### config.mk
export PLATFORM = sky130hd
export DESIGN_NAME = alu_uart_if
export DESIGN_NICKNAME = d
export VERILOG_FILES = /design/src/rtl/alu_pkg.sv /design/src/rtl/alu_op_check.sv /design/src/rtl/alu_uart_if.sv
export SDC_FILE = /design/constraint.sdc
export NUM_CORES = 1
export LEC_CHECK = 0
export BUFFER_PORTS_ARGS = -buffer_cell sky130_fd_sc_hd__buf_2
export CAP_MARGIN = 20
export CORE_AREA = 2 2 72 46
export DETAILED_ROUTE_END_ITERATION = 6
export DIE_AREA = 0 0 74 48
export GPL_TIMING_DRIVEN = 0
export PLACE_DENSITY = 0.83
export SLEW_MARGIN = 20
export SYNTH_ARGS = -nofsm -noshare
export SYNTH_HDL_FRONTEND = slang
export SYNTH_SLANG_ARGS = --single-unit
### constraint.sdc
create_clock -name i_clk -period 3.95 [get_ports i_clk]
set_input_delay 0.395 -clock i_clk [delete_from_list [all_inputs] [get_ports i_clk]]
set_output_delay 0.395 -clock i_clk [all_outputs]
set_load 0.02 [all_outputs]
### src/rtl/alu_pkg.sv
// Shared opcode constants and controller state encoding for the ALU and its UART front end.
package alu_pkg;

   localparam logic [5:0] OP_ADD = 6'd32;
   localparam logic [5:0] OP_SUB = 6'd34;
   localparam logic [5:0] OP_AND = 6'd36;
   localparam logic [5:0] OP_OR  = 6'd37;
   localparam logic [5:0] OP_XOR = 6'd38;
   localparam logic [5:0] OP_NOR = 6'd39;
   localparam logic [5:0] OP_SRA = 6'd3;
   localparam logic [5:0] OP_SRL = 6'd4;

   typedef enum logic [2:0] {
      WAIT_A  = 3'd0,
      WAIT_B  = 3'd1,
      WAIT_OP = 3'd2,
      EXEC    = 3'd3,
      WAIT_TX = 3'd4
   } state_t;

endpackage

### src/rtl/alu_op_check.sv
// Combinational opcode validator: an op byte is legal only if its upper bits are zero
// and its low NB_OP bits name one of the ALU's operations.
module alu_op_check
   import alu_pkg::*;
#(
   parameter int NB_DATA = 8,
   parameter int NB_OP   = 6
) (
   input  logic [NB_DATA-1:0] i_op_byte,
   output logic               o_valid,
   output logic [NB_OP-1:0]   o_opcode
);

   logic upper_zero;
   logic known_op;

   assign o_opcode   = i_op_byte[NB_OP-1:0];
   assign upper_zero = ((i_op_byte >> NB_OP) == '0);

   always_comb begin
      known_op = 1'b0;
      case (o_opcode)
         NB_OP'(OP_ADD), NB_OP'(OP_SUB), NB_OP'(OP_AND), NB_OP'(OP_OR),
         NB_OP'(OP_XOR), NB_OP'(OP_NOR), NB_OP'(OP_SRA), NB_OP'(OP_SRL): known_op = 1'b1;
         default: known_op = 1'b0;
      endcase
   end

   assign o_valid = upper_zero & known_op;

endmodule

### src/rtl/alu_uart_if.sv
// UART byte-stream front end for the ALU: collects A, B, opcode, then ships the result.
// Optional partial-frame timeout is enabled with `define ALU_UART_IF_TIMEOUT_EN.
//
// state   | meaning
// WAIT_A  | idle, next received byte is operand A
// WAIT_B  | next received byte is operand B
// WAIT_OP | next received byte is the opcode, checked before acceptance
// EXEC    | ALU settles on registered inputs; result captured on exit
// WAIT_TX | transmitter busy with the result byte, waiting for i_tx_done
module alu_uart_if
   import alu_pkg::*;
#(
   parameter int NB_DATA        = 8,
   parameter int NB_OP          = 6,
   parameter int TIMEOUT_CYCLES = 1000000
) (
   input  logic               i_clk,
   input  logic               i_rst_n,
   input  logic [NB_DATA-1:0] i_rx_data,
   input  logic               i_rx_valid,
   input  logic [NB_DATA-1:0] i_result,
   input  logic               i_tx_done,
   output logic [NB_DATA-1:0] o_dato_a,
   output logic [NB_DATA-1:0] o_dato_b,
   output logic [NB_OP-1:0]   o_operation,
   output logic [NB_DATA-1:0] o_tx_data,
   output logic               o_tx_start,
   output logic               o_busy,
   output logic               o_err,
   output logic               o_overrun
);

   if (TIMEOUT_CYCLES < 2) begin : g_bad_timeout
      $error("alu_uart_if: TIMEOUT_CYCLES must be at least 2");
   end

   state_t             state_q, state_d;
   logic [NB_DATA-1:0] a_q, a_d, b_q, b_d, tx_data_q, tx_data_d;
   logic [NB_OP-1:0]   op_q, op_d;
   logic               tx_start_q, tx_start_d;
   logic               err_q, err_d;
   logic               ovr_q, ovr_d;
   logic               op_valid;
   logic [NB_OP-1:0]   op_code;
   logic               timeout;

   alu_op_check #(
      .NB_DATA (NB_DATA),
      .NB_OP   (NB_OP)
   ) u_op_check (
      .i_op_byte (i_rx_data),
      .o_valid   (op_valid),
      .o_opcode  (op_code)
   );

`ifdef ALU_UART_IF_TIMEOUT_EN
   localparam int CNT_W = $clog2(TIMEOUT_CYCLES);
   logic [CNT_W-1:0] cnt_q, cnt_d;
   logic             in_frame;

   assign in_frame = (state_q == WAIT_B) || (state_q == WAIT_OP);
   // A byte arriving on the terminal cycle wins over the timeout.
   assign timeout  = in_frame && !i_rx_valid && (cnt_q == CNT_W'(TIMEOUT_CYCLES - 1));
   assign cnt_d    = (i_rx_valid || !in_frame || timeout) ? '0 : cnt_q + 1'b1;

   always_ff @(posedge i_clk or negedge i_rst_n) begin
      if (!i_rst_n) cnt_q <= '0;
      else          cnt_q <= cnt_d;
   end
`else
   assign timeout = 1'b0;
`endif

   always_comb begin
      state_d    = state_q;
      a_d        = a_q;
      b_d        = b_q;
      op_d       = op_q;
      tx_data_d  = tx_data_q;
      tx_start_d = 1'b0;
      err_d      = 1'b0;
      ovr_d      = 1'b0;
      case (state_q)
         WAIT_A: if (i_rx_valid) begin
            a_d     = i_rx_data;
            state_d = WAIT_B;
         end
         WAIT_B: if (i_rx_valid) begin
            b_d     = i_rx_data;
            state_d = WAIT_OP;
         end else if (timeout) begin
            err_d   = 1'b1;
            state_d = WAIT_A;
         end
         WAIT_OP: if (i_rx_valid) begin
            if (op_valid) begin
               op_d    = op_code;
               state_d = EXEC;
            end else begin
               err_d   = 1'b1;
               state_d = WAIT_A;
            end
         end else if (timeout) begin
            err_d   = 1'b1;
            state_d = WAIT_A;
         end
         EXEC: begin
            tx_data_d  = i_result;
            tx_start_d = 1'b1;
            ovr_d      = i_rx_valid;
            state_d    = WAIT_TX;
         end
         WAIT_TX: begin
            ovr_d = i_rx_valid;
            if (i_tx_done) state_d = WAIT_A;
         end
         default: state_d = WAIT_A;
      endcase
   end

   always_ff @(posedge i_clk or negedge i_rst_n) begin
      if (!i_rst_n) begin
         state_q    <= WAIT_A;
         a_q        <= '0;
         b_q        <= '0;
         op_q       <= '0;
         tx_data_q  <= '0;
         tx_start_q <= 1'b0;
         err_q      <= 1'b0;
         ovr_q      <= 1'b0;
      end else begin
         state_q    <= state_d;
         a_q        <= a_d;
         b_q        <= b_d;
         op_q       <= op_d;
         tx_data_q  <= tx_data_d;
         tx_start_q <= tx_start_d;
         err_q      <= err_d;
         ovr_q      <= ovr_d;
      end
   end

   assign o_dato_a    = a_q;
   assign o_dato_b    = b_q;
   assign o_operation = op_q;
   assign o_tx_data   = tx_data_q;
   assign o_tx_start  = tx_start_q;
   assign o_err       = err_q;
   assign o_overrun   = ovr_q;
   assign o_busy      = (state_q == EXEC) || (state_q == WAIT_TX);

endmodule

=== After elaboration in Yosys (flattened, before gate mapping) ===
Index checks and enable logic that the tools add are counted.
Widths: inputs -> output; s select.

* Register bits after elaboration: 36
* Latch bits: 0
* RAM bits: 0
* ROM bits: 0
* Output and inout port bits: 34
* Logic and storage cells: 46
* Memories kept: 0

* Add/sub/neg operators: 0
* $mul: 0
* Div/mod/pow operators: 0
* Magnitude comparators: 0
* Eq/ne operators: 16
* Shift operators: 0
* Muxes and demuxes: 12
* Bitwise operators: 1
* Reduce and logical (&&, ||, !) cells: 9

{| class="wikitable"
|+ Operators by type and width
! operator !! count
|-
| $eq 6x6->1 const B || 6
|-
| $pmux 3 s5 || 1
|-
| $mux 3 || 4
|-
| $logic_not 8->1 || 1
|-
| $ne 2x2->1 const B || 4
|-
| $reduce_or 8->1 || 1
|-
| $eq 3x2->1 const B || 2
|-
| $eq 6x2->1 const B || 1
|-
| $eq 6x3->1 const B || 1
|-
| $mux 1 || 6
|-
| $reduce_and 2->1 || 2
|-
| $reduce_and 4->1 || 1
|-
| $eq 3x1->1 const B || 1
|-
| $eq 3x3->1 const B || 1
|-
| $logic_not 3->1 || 1
|-
| $reduce_and 3->1 || 1
|-
| $mux 2 || 1
|-
| $reduce_or 2->1 || 1
|-
| $and 1x1->1 || 1
|-
| $logic_or 1x1->1 || 1
|}

=== Logic depth before layout (Yosys ltp) ===
Gate-level depths: netlist of run 1.

* Word-level depth: 7
* Depth in mapped cells: 4
* Mapped depth without buffers: 4

=== Modules after synthesis ===
Synthesis of run 1 repeated with hierarchy kept, for this count alone.

* Cells, all modules: 104
* Area total of the unflattened synthesis: 1,475.2 um2

{| class="wikitable"
|+ Modules (own cells, without submodules)
! module !! times used !! cells an instance !! area an instance (um2)
|-
| alu_uart_if || 1 || 91 || 1,392.6
|-
| alu_op_check || 1 || 13 || 82.6
|}

=== Worst setup path after synthesis of run 1 ===
OpenSTA, ideal clock, no wires.

* Kind: input port to flip-flop
* Start: in i_rx_data[4]
* End: reg op_q[0], in the netlist o_operation[0]
* Library setup time: 125 ps
* Arrival time: 1,582 ps
* Path slack: 2,243 ps
* Stages on the path: 3
* Buffers on the path: 0
* Path through: or4_4 nor3_2 mux2_2

* Word-level cells in the longest chain between the ends: 5
* Elaborated cells on any way between the ends: 12

{| class="wikitable"
|+ Ends and longest elaborated chain
! what !! RTL line !! text
|-
| start: declaration || alu_uart_if.sv:19 || <nowiki>input logic [NB_DATA-1:0] i_rx_data,</nowiki>
|-
| $eq 6x6->1 (tied with other cells) || alu_op_check.sv:22 || <nowiki>case (o_opcode)</nowiki>
|-
| $reduce_or 8->1 (*) || alu_op_check.sv:22 ||
|-
| $mux 1 (*) || alu_op_check.sv:22 ||
|-
| $and 1x1->1 (*) || alu_op_check.sv:29 || <nowiki>assign o_valid = upper_zero & known_op;</nowiki>
|-
| $reduce_and 3->1 (no line) (*) || n/a ||
|-
| end signal: assignment || alu_uart_if.sv:135 || <nowiki>op_q <= op_d;</nowiki>
|-
| end: declaration || alu_uart_if.sv:39 || <nowiki>logic [NB_OP-1:0] op_q, op_d;</nowiki>
|}

Every way passes the cells marked *; elsewhere a longest branch is shown, timed or not.
A chain may end at the register's enable or synchronous reset.

=== Final worst setup path of run 1 ===
* Start: reg state_q[2]
* End: out o_busy

* Word-level cells in the longest chain between the ends: 2
* Elaborated cells on any way between the ends: 3

{| class="wikitable"
|+ Ends and longest elaborated chain
! what !! RTL line !! text
|-
| start: declaration || alu_uart_if.sv:37 || <nowiki>state_t state_q, state_d;</nowiki>
|-
| start signal: assignment || alu_uart_if.sv:132 || <nowiki>state_q <= state_d;</nowiki>
|-
| $eq 3x2->1 / $eq 3x3->1 (equally long branches) || alu_uart_if.sv:150 || <nowiki>assign o_busy = (state_q == EXEC) || (state_q == WAIT_TX);</nowiki>
|-
| $logic_or 1x1->1 (*) || alu_uart_if.sv:150 ||
|-
| end: declaration || alu_uart_if.sv:28 || <nowiki>output logic o_busy,</nowiki>
|}

Marks and branches as above.

==> reports/summary.txt, run 1 <==
YS warnings - 0
number of synthesized flops with an enable pin - 0
delay-heaviest family, CP - buffers and inverters
Psw - 588 uW
CP Launch Type - flop
status - finished, final reports clean
Final min period - 1.97 ns
Worst setup EP type - output port
grt total ovfl - 0
final WL - 2990 um
maximum vdd ir drop - 0.481 mV
final-report max-slew violation count - 0
Layout Utilization - 65.1%
TritonCTS clock tree - yes
number of buffers created by CTS - 5
area leader, netlist - dfrtp_1
clock skew - 0.00573 ns
Root Buffer - clkbuf_8
hold crit path type - in2async
Leak - 0.955 nW
# H-tree levels - 2
average routed wire per standard cell - 14.0 um
core area - 2830 um^2
most used flip-flop cell after synthesis - dfrtp_1
Mapped Area - 1420 um^2
clk_lat worst skew - 0.28 ns
dpl hpwl - 2210 um
Total Die Area - 3550 um^2
setup violators final - 0
post-synth top area share - 63.5%
final std cells w/o fill - 213
top cells by count, synth - 36 x dfrtp_1, 26 x nand2_1, 20 x mux2_2
critical path fanouts, max - 10
Filler cells - 229
final worst-path cycle share - 49.8%
NumNets Final - 190
setup repair bufs after CTS - 0
CTS Buffer Depth - 2
Final Power - 1.55 mW
flops & latches, synth - 36
slowest cell delay on critical path - 0.47 ns
Reg power frac - 39.7%
Required @ worst endpoint - 3.56 ns
layout cell share with drive strength beyond 1 - 49.1%
gr usage total - 18.1%
first-pass GRT wire length - 4540 um
Final TNS setup - 0 ns
DRC violation count after routing - 0
floorplan row count - 15
IO buf count - 53
initial core utilization - 50.1%
Final Wtd Congestion - 0.756
first-pass detailed-route iteration total - 6
Switching Share - 37.9%
arrival time at the worst endpoint - 1.57 ns
clk slew on worst S/H paths - 0.07 ns
internal power - 961 uW
Clock Sinks - 36
vias in the first global route - 980
Logic pwr share - 40.4%
Post-Synthesis Cells - 110
# diodes - 0
maxcap violations - 0
Synth cell types - 22
sequential share of the synthesized area - 63.5%
Vias - 1,049
Critical Path Slowest Stage Cell - dfrtp_1
initial DRC count - 72
CP bufs+invs - 2
Avg Synthesized Cell Area - 12.9 um^2
placed instance count - 205
largest net degree at the start of global routing - 37
Crit Path Category - reg2out
Die Y - 48 um
reg2reg start - state_q[0]$_DFFE_PN0P_
clock network power share - 19.9%
Layout area overhead - 30.0%
syn nets - 130
maximum clock frequency - 0.508 GHz
Multi-input gate area - 503 um^2
Vias/cell - 4.92
ANT nets after route - 0
max_slew headroom - 30.2%
top cells by area, synth - dfrtp_1 63%, mux2_2 16%, nand2_1 6.9%
critical-path cell list - nand3b_1 -> clkbuf_1 -> nand2_1 -> buf_2
Final Hold Viols - 0
Least-Margin Pin Slew - 1.04 ns
Die Wd - 74 um
initial antenna violation count - 0
Worst Setup SP - state_q[2]$_DFFE_PN0P_
most common cell in the synthesized netlist - dfrtp_1
FF+latch area - 901 um^2
asr flop ratio synth - 100%
Ports - 54
Pwr Density - 840 nW/um^2
RSZ-0062 raised after global routing - false
# resized after CTS - 0
Hold Buf Count CTS - 0
[power by group through the flow]
stage | registers, mW | clock network (mW) | logic [mW]
floorplan | 0.787 | 0 | 0.233
global placement | 0.607 | 0 | 0.609
detailed placement | 0.618 | 0 | 0.631
CTS | 0.614 | 0.315 | 0.633
global route | 0.635 | 0.335 | 0.676
finish | 0.615 | 0.309 | 0.625
[placed cells by master, fill, tap and decap left out, drive strengths merged, types with 2 or more instances in the layout]
cell type	instances
o21ai	2
clkinv	2
mux2	20
nor4b	2
nand2	26
nor4bb	2
nand3b	2
clkbuf	8
nor2	5
dfrtp	36
buf	53
nor2b	3
[worst paths after layout]
kind / slack, ns / end / cells after the start
hold / removal: 0.19 / o_operation[5]$_DFFE_PN0P_ / 1
setup reg to reg: 2.02 / o_dato_a[2]$_DFFE_PN0P_ / 2
hold reg to reg: 0.47 / o_tx_data[5]$_DFFE_PN0P_ / 2
min in group i_clk: 0.30 / o_tx_data[5]$_DFFE_PN0P_ / 3
setup / recovery: 1.98 / o_busy / 4
max in group asynchronous: 3.27 / o_dato_a[0]$_DFFE_PN0P_ / 1
[cells by family (layout without fill, tap and decap cells)]
family	count (synthesis)	after routing	synth area share [%]
buffers and inverters	4	65	1.06
AND/OR/NAND/NOR	45	45	16.8
multiplexers	20	20	15.9
flip-flops	36	36	63.5
AO/OA/AOI/OAI	5	5	2.82
[final cells by class]
cell class / instances / area share [%]
repair buffers: 53 / 14.4
plain buffers: 2 / 0.407
inverters: 2 / 0.407
clock buffers: 6 / 3.93
well taps: 42 / 2.85
flip-flops and latches: 36 / 48.8
clock inverters: 2 / 1.90
multi-input cells: 70 / 27.3
[flip-flops by register name (all words and copies together), names as in the netlist]
register / cells
o_operation: 6
state_q: 3
o_err: 1
o_tx_start: 1
o_dato_b: 8
o_dato_a: 8
o_tx_data: 8
o_overrun: 1
[per-stage QoR]
stage / area (um^2) / hold WS [ns] / setup slack [ns]
after floorplan: 1420 / 0.0994 / 2.24
after global placement: 1740 / 0.452 / 1.99
after detailed placement: 1740 / 0.458 / 1.98
after CTS: 1840 / 0.213 / 2.00
after global routing: 1840 / 0.244 / 1.85
final: 1840 / 0.185 / 1.98
[metal layers]
| layer | global-route usage, % | vias to the layer above | wire [um] |
|---|---|---|---|
| met5 | 0 | - | 0 |
| met4 | 7.64 | 0 | 23 |
| met3 | 8.21 | 2 | 269 |
| met2 | 28.0 | 47 | 1350 |
| met1 | 22.4 | 504 | 1350 |
| li1 | - | 496 | - |
[worst reg2reg max path, stage by stage (launching register included)]
cell     delay [ns]
dfrtp_1        0.45
nor4b_2        0.94
mux2_2         0.42
(Power assumes the default switching activity.)
==> run 2, diff against run 1 <==
ABC_AREA = 1   (was default)
CORE_AREA = 2 2 76 49   (was 2 2 72 46)
DIE_AREA = 0 0 78 51   (was 0 0 74 48)
PLACE_DENSITY = 0.77   (was 0.83)
clock period = 2.07 ns   (was 3.95 ns; I/O delays follow)
==> reports/summary.txt, run 2 <==
status - finished, final reports clean (unchanged)
maximum clock frequency - 0.568 GHz
max_slew headroom - 47.9% (was 30.2%)
Root Buffer - clkbuf_8 (unchanged)
# resized after CTS - 0 (unchanged)
clock skew - 0.00165 ns (was 0.00573 ns)
# H-tree levels - 2 (unchanged)
Area after DPL - 1830 um^2 (was 1740 um^2)
syn nets - 181 (was 130)
worst reg2reg setup slack - 0.68 ns (was 2.02 ns)
Final Wtd Congestion - 0.752 (was 0.756)
maxcap violations - 0 (unchanged)
Die Wd - 78 um (was 74 um)
RSZ-0062 raised after global routing - false (unchanged)
layout cell share with drive strength beyond 1 - 35.7% (was 49.1%)
final-report max-slew violation count - 0 (unchanged)
FF+latch area - 901 um^2 (unchanged)
top cells by count, synth - 59 x nand2_1, 36 x dfrtp_1, 16 x inv_1 (was 36 x dfrtp_1, 26 x nand2_1, 20 x mux2_2)
Clock Sinks - 36 (unchanged)
dpl hpwl - 2250 um (was 2210 um)
Die Y - 51 um (was 48 um)
Final Hold Viols - 0 (unchanged)
largest net degree at the start of global routing - 37 (unchanged)
Post-Synthesis Cells - 161 (was 110)
Final Power - 3.00 mW (was 1.55 mW)
Worst setup EP type - output port (unchanged)
initial DRC count - 55 (was 72)
reg2reg end - o_operation[0]$_DFFE_PN0P_ (was o_dato_a[2]$_DFFE_PN0P_)
IO buf count - 53 (unchanged)
vias in the first global route - 1,193 (was 980)
flops & latches, synth - 36 (unchanged)
maximum vdd ir drop - 0.747 mV (was 0.481 mV)
number of buffers created by CTS - 5 (unchanged)
Crit Path Category - reg2out (unchanged)
hold crit path type - in2async (unchanged)
asr flop ratio synth - 100% (unchanged)
CP Launch Type - flop (unchanged)
Multi-input gate area - 512 um^2 (was 503 um^2)
setup repair bufs after CTS - 0 (unchanged)
TritonCTS clock tree - yes (unchanged)
CTS Buffer Depth - 2 (unchanged)
Vias/cell - 4.53 (was 4.92)
first-pass GRT wire length - 5300 um (was 4540 um)
arrival time at the worst endpoint - 1.55 ns (was 1.57 ns)
setup violators final - 0 (unchanged)
commonest non-fill, non-tap cell in the layout - nand2_1 (was buf_2)
Ports - 54 (unchanged)
Layout area overhead - 27.8% (was 30.0%)
DRC violation count after routing - 0 (unchanged)
top cells by area, synth - dfrtp_1 60%, nand2_1 15%, o21ai_2 4.6% (was dfrtp_1 63%, mux2_2 16%, nand2_1 6.9%)
Leak - 1.11 nW (was 0.955 nW)
floorplan row count - 17 (was 15)
Filler cells - 324 (was 229)
Mapped Area - 1510 um^2 (was 1420 um^2)
first-pass detailed-route iteration total - 4 (was 6)
final worst-path cycle share - 85.0%
Worst R2R Path Depth - 6 (was 2)
final WL - 3060 um (was 2990 um)
Critical Path End - o_busy (unchanged)
most used flip-flop cell after synthesis - dfrtp_1 (unchanged)
sequential share of the synthesized area - 59.7% (was 63.5%)
clk_lat worst skew - 0.28 ns (about the same)
YS warnings - 0 (unchanged)
Worst Setup SP - state_q[1]$_DFFE_PN0P_ (was state_q[2]$_DFFE_PN0P_)
most frequent cells in the layout - 59 x nand2_1, 53 x buf_2, 36 x dfrtp_1 (was 53 x buf_2, 36 x dfrtp_1, 26 x nand2_1)
number of synthesized flops with an enable pin - 0 (unchanged)
# diodes - 0 (unchanged)
Final TNS setup - 0 ns (unchanged)
final instance area - 1930 um^2 (was 1840 um^2)
Final min period - 1.76 ns
initial core utilization - 44.4% (was 50.1%)
post-synth top area share - 59.7% (was 63.5%)
reg2reg start - state_q[2]$_DFFE_PN0P_ (was state_q[0]$_DFFE_PN0P_)
critical path fanouts, max - 10 (unchanged)
Required @ worst endpoint - 1.86 ns (was 3.56 ns)
NumNets Final - 241 (was 190)
ANT nets after route - 0 (unchanged)
clk slew on worst S/H paths - 0.07 ns (about the same)
Synth cell types - 19 (was 22)
most common cell in the synthesized netlist - nand2_1 (was dfrtp_1)
initial antenna violation count - 0 (unchanged)
Pwr Density - 1550 nW/um^2 (was 840 nW/um^2)
grt total ovfl - 0 (unchanged)
Total Die Area - 3980 um^2 (was 3550 um^2)
core area - 3400 um^2 (was 2830 um^2)
gr usage total - 17.6% (was 18.1%)
Least-Margin Pin Slew - 0.781 ns (was 1.04 ns)
Avg Synthesized Cell Area - 9.38 um^2 (was 12.9 um^2)
average routed wire per standard cell - 11.4 um (was 14.0 um)
Vias - 1,213 (was 1,049)
Hold Buf Count CTS - 0 (unchanged)
area leader, netlist - dfrtp_1 (unchanged)
[run 2: stage by stage]
step,hold WS [ns],setup slack [ns],util [%],std cells
2_1_floorplan,-0.0886,0.807,-,161
3_3_place_gp,0.336,0.645,53.9,261
3_5_place_dp,0.337,0.641,53.9,261
4_1_cts,0.0307,0.309,56.7,268
5_1_grt,0.0538,0.170,56.7,268
6_report,0.000839,0.310,56.7,268
[run 2: cells by family after synthesis]
logic type | after synthesis | synth area share [%]
AND/OR/NAND/NOR | 85 | 24.4
AO/OA/AOI/OAI | 20 | 9.53
flip-flops | 36 | 59.7
buffers and inverters | 20 | 6.46
[run 2: where the power goes]
group | total, mW | switching (mW) | internal, mW
Clock | 0.532 | 0.236 | 0.296
Sequential | 1.17 | 0.180 | 0.993
Combinational | 1.29 | 0.841 | 0.452
[run 2: worst min-delay path by stage]
stage          startpoint                        to  slack, ns
4_1_cts           i_rst_n  o_tx_data[5]$_DFFE_PN0P_       0.03
3_5_place_dp      i_rst_n  o_tx_data[5]$_DFFE_PN0P_       0.34
3_3_place_gp      i_rst_n  o_tx_data[5]$_DFFE_PN0P_       0.34
5_1_grt           i_rst_n  o_tx_data[5]$_DFFE_PN0P_       0.05
6_report          i_rst_n  o_tx_data[5]$_DFFE_PN0P_     0.0008
2_1_floorplan     i_rst_n   o_dato_a[0]$_DFFE_PN0P_      -0.09
[run 2: area by class of cell]
class	instances	share of cell area [%]
sequential	36	46.7
multi-input combinational	105	26.5
tap	47	3.05
buffer	3	1.75
timing repair buffer	53	13.7
inverter	17	3.31
clock buffer	7	4.99
[run 2: worst max-delay path, stage by stage, from the launching register on]
cell,delay (ns)
dfrtp_1,0.47
nand2_1,0.14
nor2_4,0.23
inv_2,0.07
buf_6,0.15
nand2_1,0.05
buf_2,0.16
[run 2: per-layer routing]
metal | GRT usage (%) | share of wire, % | routed length [um] | vias to the layer above
li1 | - | - | - | 624
met1 | 22.8 | 49 | 1510 | 546
met2 | 26.0 | 42 | 1270 | 38
met3 | 8.30 | 7.6 | 231 | 5
met4 | 6.14 | 1.4 | 44 | 0
met5 | 0 | 0 | 0 | -
==> run 3, diff against run 2 <==
--- a/config.mk
+++ b/config.mk
@@ -10,7 +10,7 @@
 export CAP_MARGIN = 20
-export CORE_AREA = 2 2 76 49
+export CORE_AREA = 2 2 83 53
 export DETAILED_ROUTE_END_ITERATION = 6
-export DIE_AREA = 0 0 78 51
+export DIE_AREA = 0 0 85 55
 export GPL_TIMING_DRIVEN = 0
-export PLACE_DENSITY = 0.77
+export PLACE_DENSITY = 0.67
 export SLEW_MARGIN = 20
==> constraint.sdc (replaced) <==
create_clock -name i_clk -period 2.07 [get_ports i_clk]
set_input_delay 0.1035 -clock i_clk [delete_from_list [all_inputs] [get_ports i_clk]]
set_output_delay 0.1035 -clock i_clk [all_outputs]
set_load 0.02 [all_outputs]
==> reports/summary.txt, run 3 (synthesis results as in run 2) <==
Vias - 1,235 (was 1,213)
floorplan row count - 18 (was 17)
maxcap violations - 0 (unchanged)
critical-path cell list - nand2_1 -> nor2_4 -> inv_2 -> buf_6 -> nand2_1 -> buf_2 (unchanged)
Leak - 1.13 nW (was 1.11 nW)
TritonCTS clock tree - yes (unchanged)
Final Wtd Congestion - 0.792 (was 0.752)
NumNets Final - 242 (was 241)
Die Wd - 85 um (was 78 um)
Die Y - 55 um (was 51 um)
slowest cell delay on critical path - 0.46 ns (was 0.47 ns)
Least-Margin Pin Slew - 0.800 ns (was 0.781 ns)
clock network power share - 21.6% (was 17.7%)
Filler cells - 385 (was 324)
setup violators final - 0 (unchanged)
Reg power frac - 37.3% (was 39.1%)
RSZ-0062 raised after global routing - false (unchanged)
status - finished, final reports clean (unchanged)
final worst-path cycle share - 80.1% (was 85.0%)
final WL - 3180 um (was 3060 um)
Final Hold Viols - 0 (unchanged)
max_slew headroom - 46.7% (was 47.9%)
Crit Path Category - reg2out (unchanged)
ANT nets after route - 0 (unchanged)
maximum clock frequency - 0.603 GHz (was 0.568 GHz)
DRC violation count after routing - 0 (unchanged)
IO buf count - 53 (unchanged)
internal power - 1.87 mW (was 1.74 mW)
average routed wire per standard cell - 11.7 um (was 11.4 um)
Layout area overhead - 30.7% (was 27.8%)
Pwr Density - 1590 nW/um^2 (was 1550 nW/um^2)
Total Die Area - 4680 um^2 (was 3980 um^2)
CP Launch Type - flop (unchanged)
WHS - 0.0175 ns (was 0.000839 ns)
first-pass detailed-route iteration total - 5 (was 4)
Final min period - 1.66 ns (was 1.76 ns)
core area - 3940 um^2 (was 3400 um^2)
number of buffers created by CTS - 5 (unchanged)
Final TNS setup - 0 ns (unchanged)
final-report max-slew violation count - 0 (unchanged)
commonest non-fill, non-tap cell in the layout - nand2_1 (unchanged)
Psw - 1.26 mW (about the same)
initial antenna violation count - 0 (unchanged)
initial core utilization - 38.3% (was 44.4%)
Clock Sinks - 36 (unchanged)
# H-tree levels - 2 (unchanged)
largest net degree at the start of global routing - 37 (unchanged)
Place WS - 0.710 ns (was 0.641 ns)
hold crit path type - in2reg (was in2async)
Worst setup EP type - output port (unchanged)
clk_lat worst skew - 0.29 ns (was 0.28 ns)
first-pass GRT wire length - 5390 um (was 5300 um)
gr usage total - 15.5% (was 17.6%)
Root Buffer - clkbuf_8 (unchanged)
dpl hpwl - 2330 um (was 2250 um)
setup repair bufs after CTS - 0 (unchanged)
Switching Share - 40.3% (was 41.9%)
# diodes - 0 (unchanged)
layout cell share with drive strength beyond 1 - 35.9% (was 35.7%)
clk slew on worst S/H paths - 0.07 ns (about the same)
Final Power - 3.13 mW (was 3.00 mW)
Ports - 54 (unchanged)
most frequent cells in the layout - 59 x nand2_1, 53 x buf_2, 36 x dfrtp_1 (unchanged)
Vias/cell - 4.52 (was 4.53)
grt total ovfl - 0 (unchanged)
CTS Buffer Depth - 2 (unchanged)
maximum vdd ir drop - 0.740 mV (was 0.747 mV)
Final WS setup - 0.412 ns (was 0.310 ns)
initial DRC count - 37 (was 55)
critical path fanouts, max - 10 (unchanged)
vias in the first global route - 1,195 (was 1,193)
clock skew - 0.00747 ns (was 0.00165 ns)
Required @ worst endpoint - 1.97 ns (was 1.86 ns)
Critical Path Slowest Stage Cell - dfrtp_1 (unchanged)
Logic pwr share - 41.1% (was 43.1%)
CP dominant cell by count - nand2_1 (unchanged)
arrival time at the worst endpoint - 1.55 ns (about the same)
## run 3: changes by cell type in the layout (fill, tap and decap cells not counted)
cell,delta
bufinv_16,+1
dlygate4sd3_1,+1
## run 3: critical path: cells and delay by family (launching register included)
| kind | cells | cell delay [ns] |
|---|---|---|
| DFF | 1 | 0.46 |
| buffers and inverters | 3 | 0.38 |
| and+or+nand+nor | 3 | 0.43 |
## run 3: path summary, 6_finish.rpt
| kind | start | endpoint | slack [ns] | cells past startpoint |
|---|---|---|---|---|
| worst max-delay path | state_q[1]$_DFFE_PN0P_ | o_busy | 0.41 | 6 |
| worst min-delay path | i_result[1] | o_tx_data[1]$_DFFE_PN0P_ | 0.02 | 3 |
| worst max register to register | state_q[2]$_DFFE_PN0P_ | o_operation[1]$_DFFE_PN0P_ | 0.70 | 6 |
| worst min register to register | o_operation[4]$_DFFE_PN0P_ | o_operation[4]$_DFFE_PN0P_ | 0.46 | 2 |
| max in group asynchronous | i_rst_n | o_dato_a[0]$_DFFE_PN0P_ | 1.12 | 2 |
| min in group asynchronous | i_rst_n | state_q[1]$_DFFE_PN0P_ | 0.44 | 2 |
## run 3: metrics by stage
stage          utilization, %  cell area, um^2  instances
2_1_floorplan               -             1510        161
4_1_cts                  50.1             1970        273
3_3_place_gp             46.6             1840        264
6_report                 50.1             1970        273
3_5_place_dp             46.6             1840        264
5_1_grt                  50.1             1970        273
## run 3: cell type report
type | instances | area (um^2) | share of cell area, %
sequential | 36 | 901 | 45.6
multi-input combinational | 105 | 512 | 25.9
timing repair buffer | 54 | 275 | 13.9
clock buffer | 7 | 96.3 | 4.88
inverter | 17 | 63.8 | 3.23
tap | 50 | 62.6 | 3.17
buffer | 3 | 33.8 | 1.71
clock inverter | 1 | 30.0 | 1.52
## run 3: timing repair
action,CTS,global route
hold buffers,1,0
gates resized for setup,0,0
hold endpoints to repair,36,0
## run 3: power by group through the flow
stage                     registers [mW]  clock network (mW)  logic, mW
final                               1.17               0.675       1.29
after floorplan                     1.49                   0      0.568
after global placement              1.18                   0       1.29
after detailed placement            1.18                   0       1.31
after global routing                1.21               0.733       1.45
after CTS                           1.17               0.693       1.31
## run 3: layer usage
metal | GRT usage, % | wire length (um) | up-vias
li1 | - | - | 623
met4 | 7.14 | 51 | 0
met5 | 0 | 0 | -
met3 | 6.08 | 241 | 7
met1 | 21.0 | 1600 | 565
met2 | 22.0 | 1290 | 40
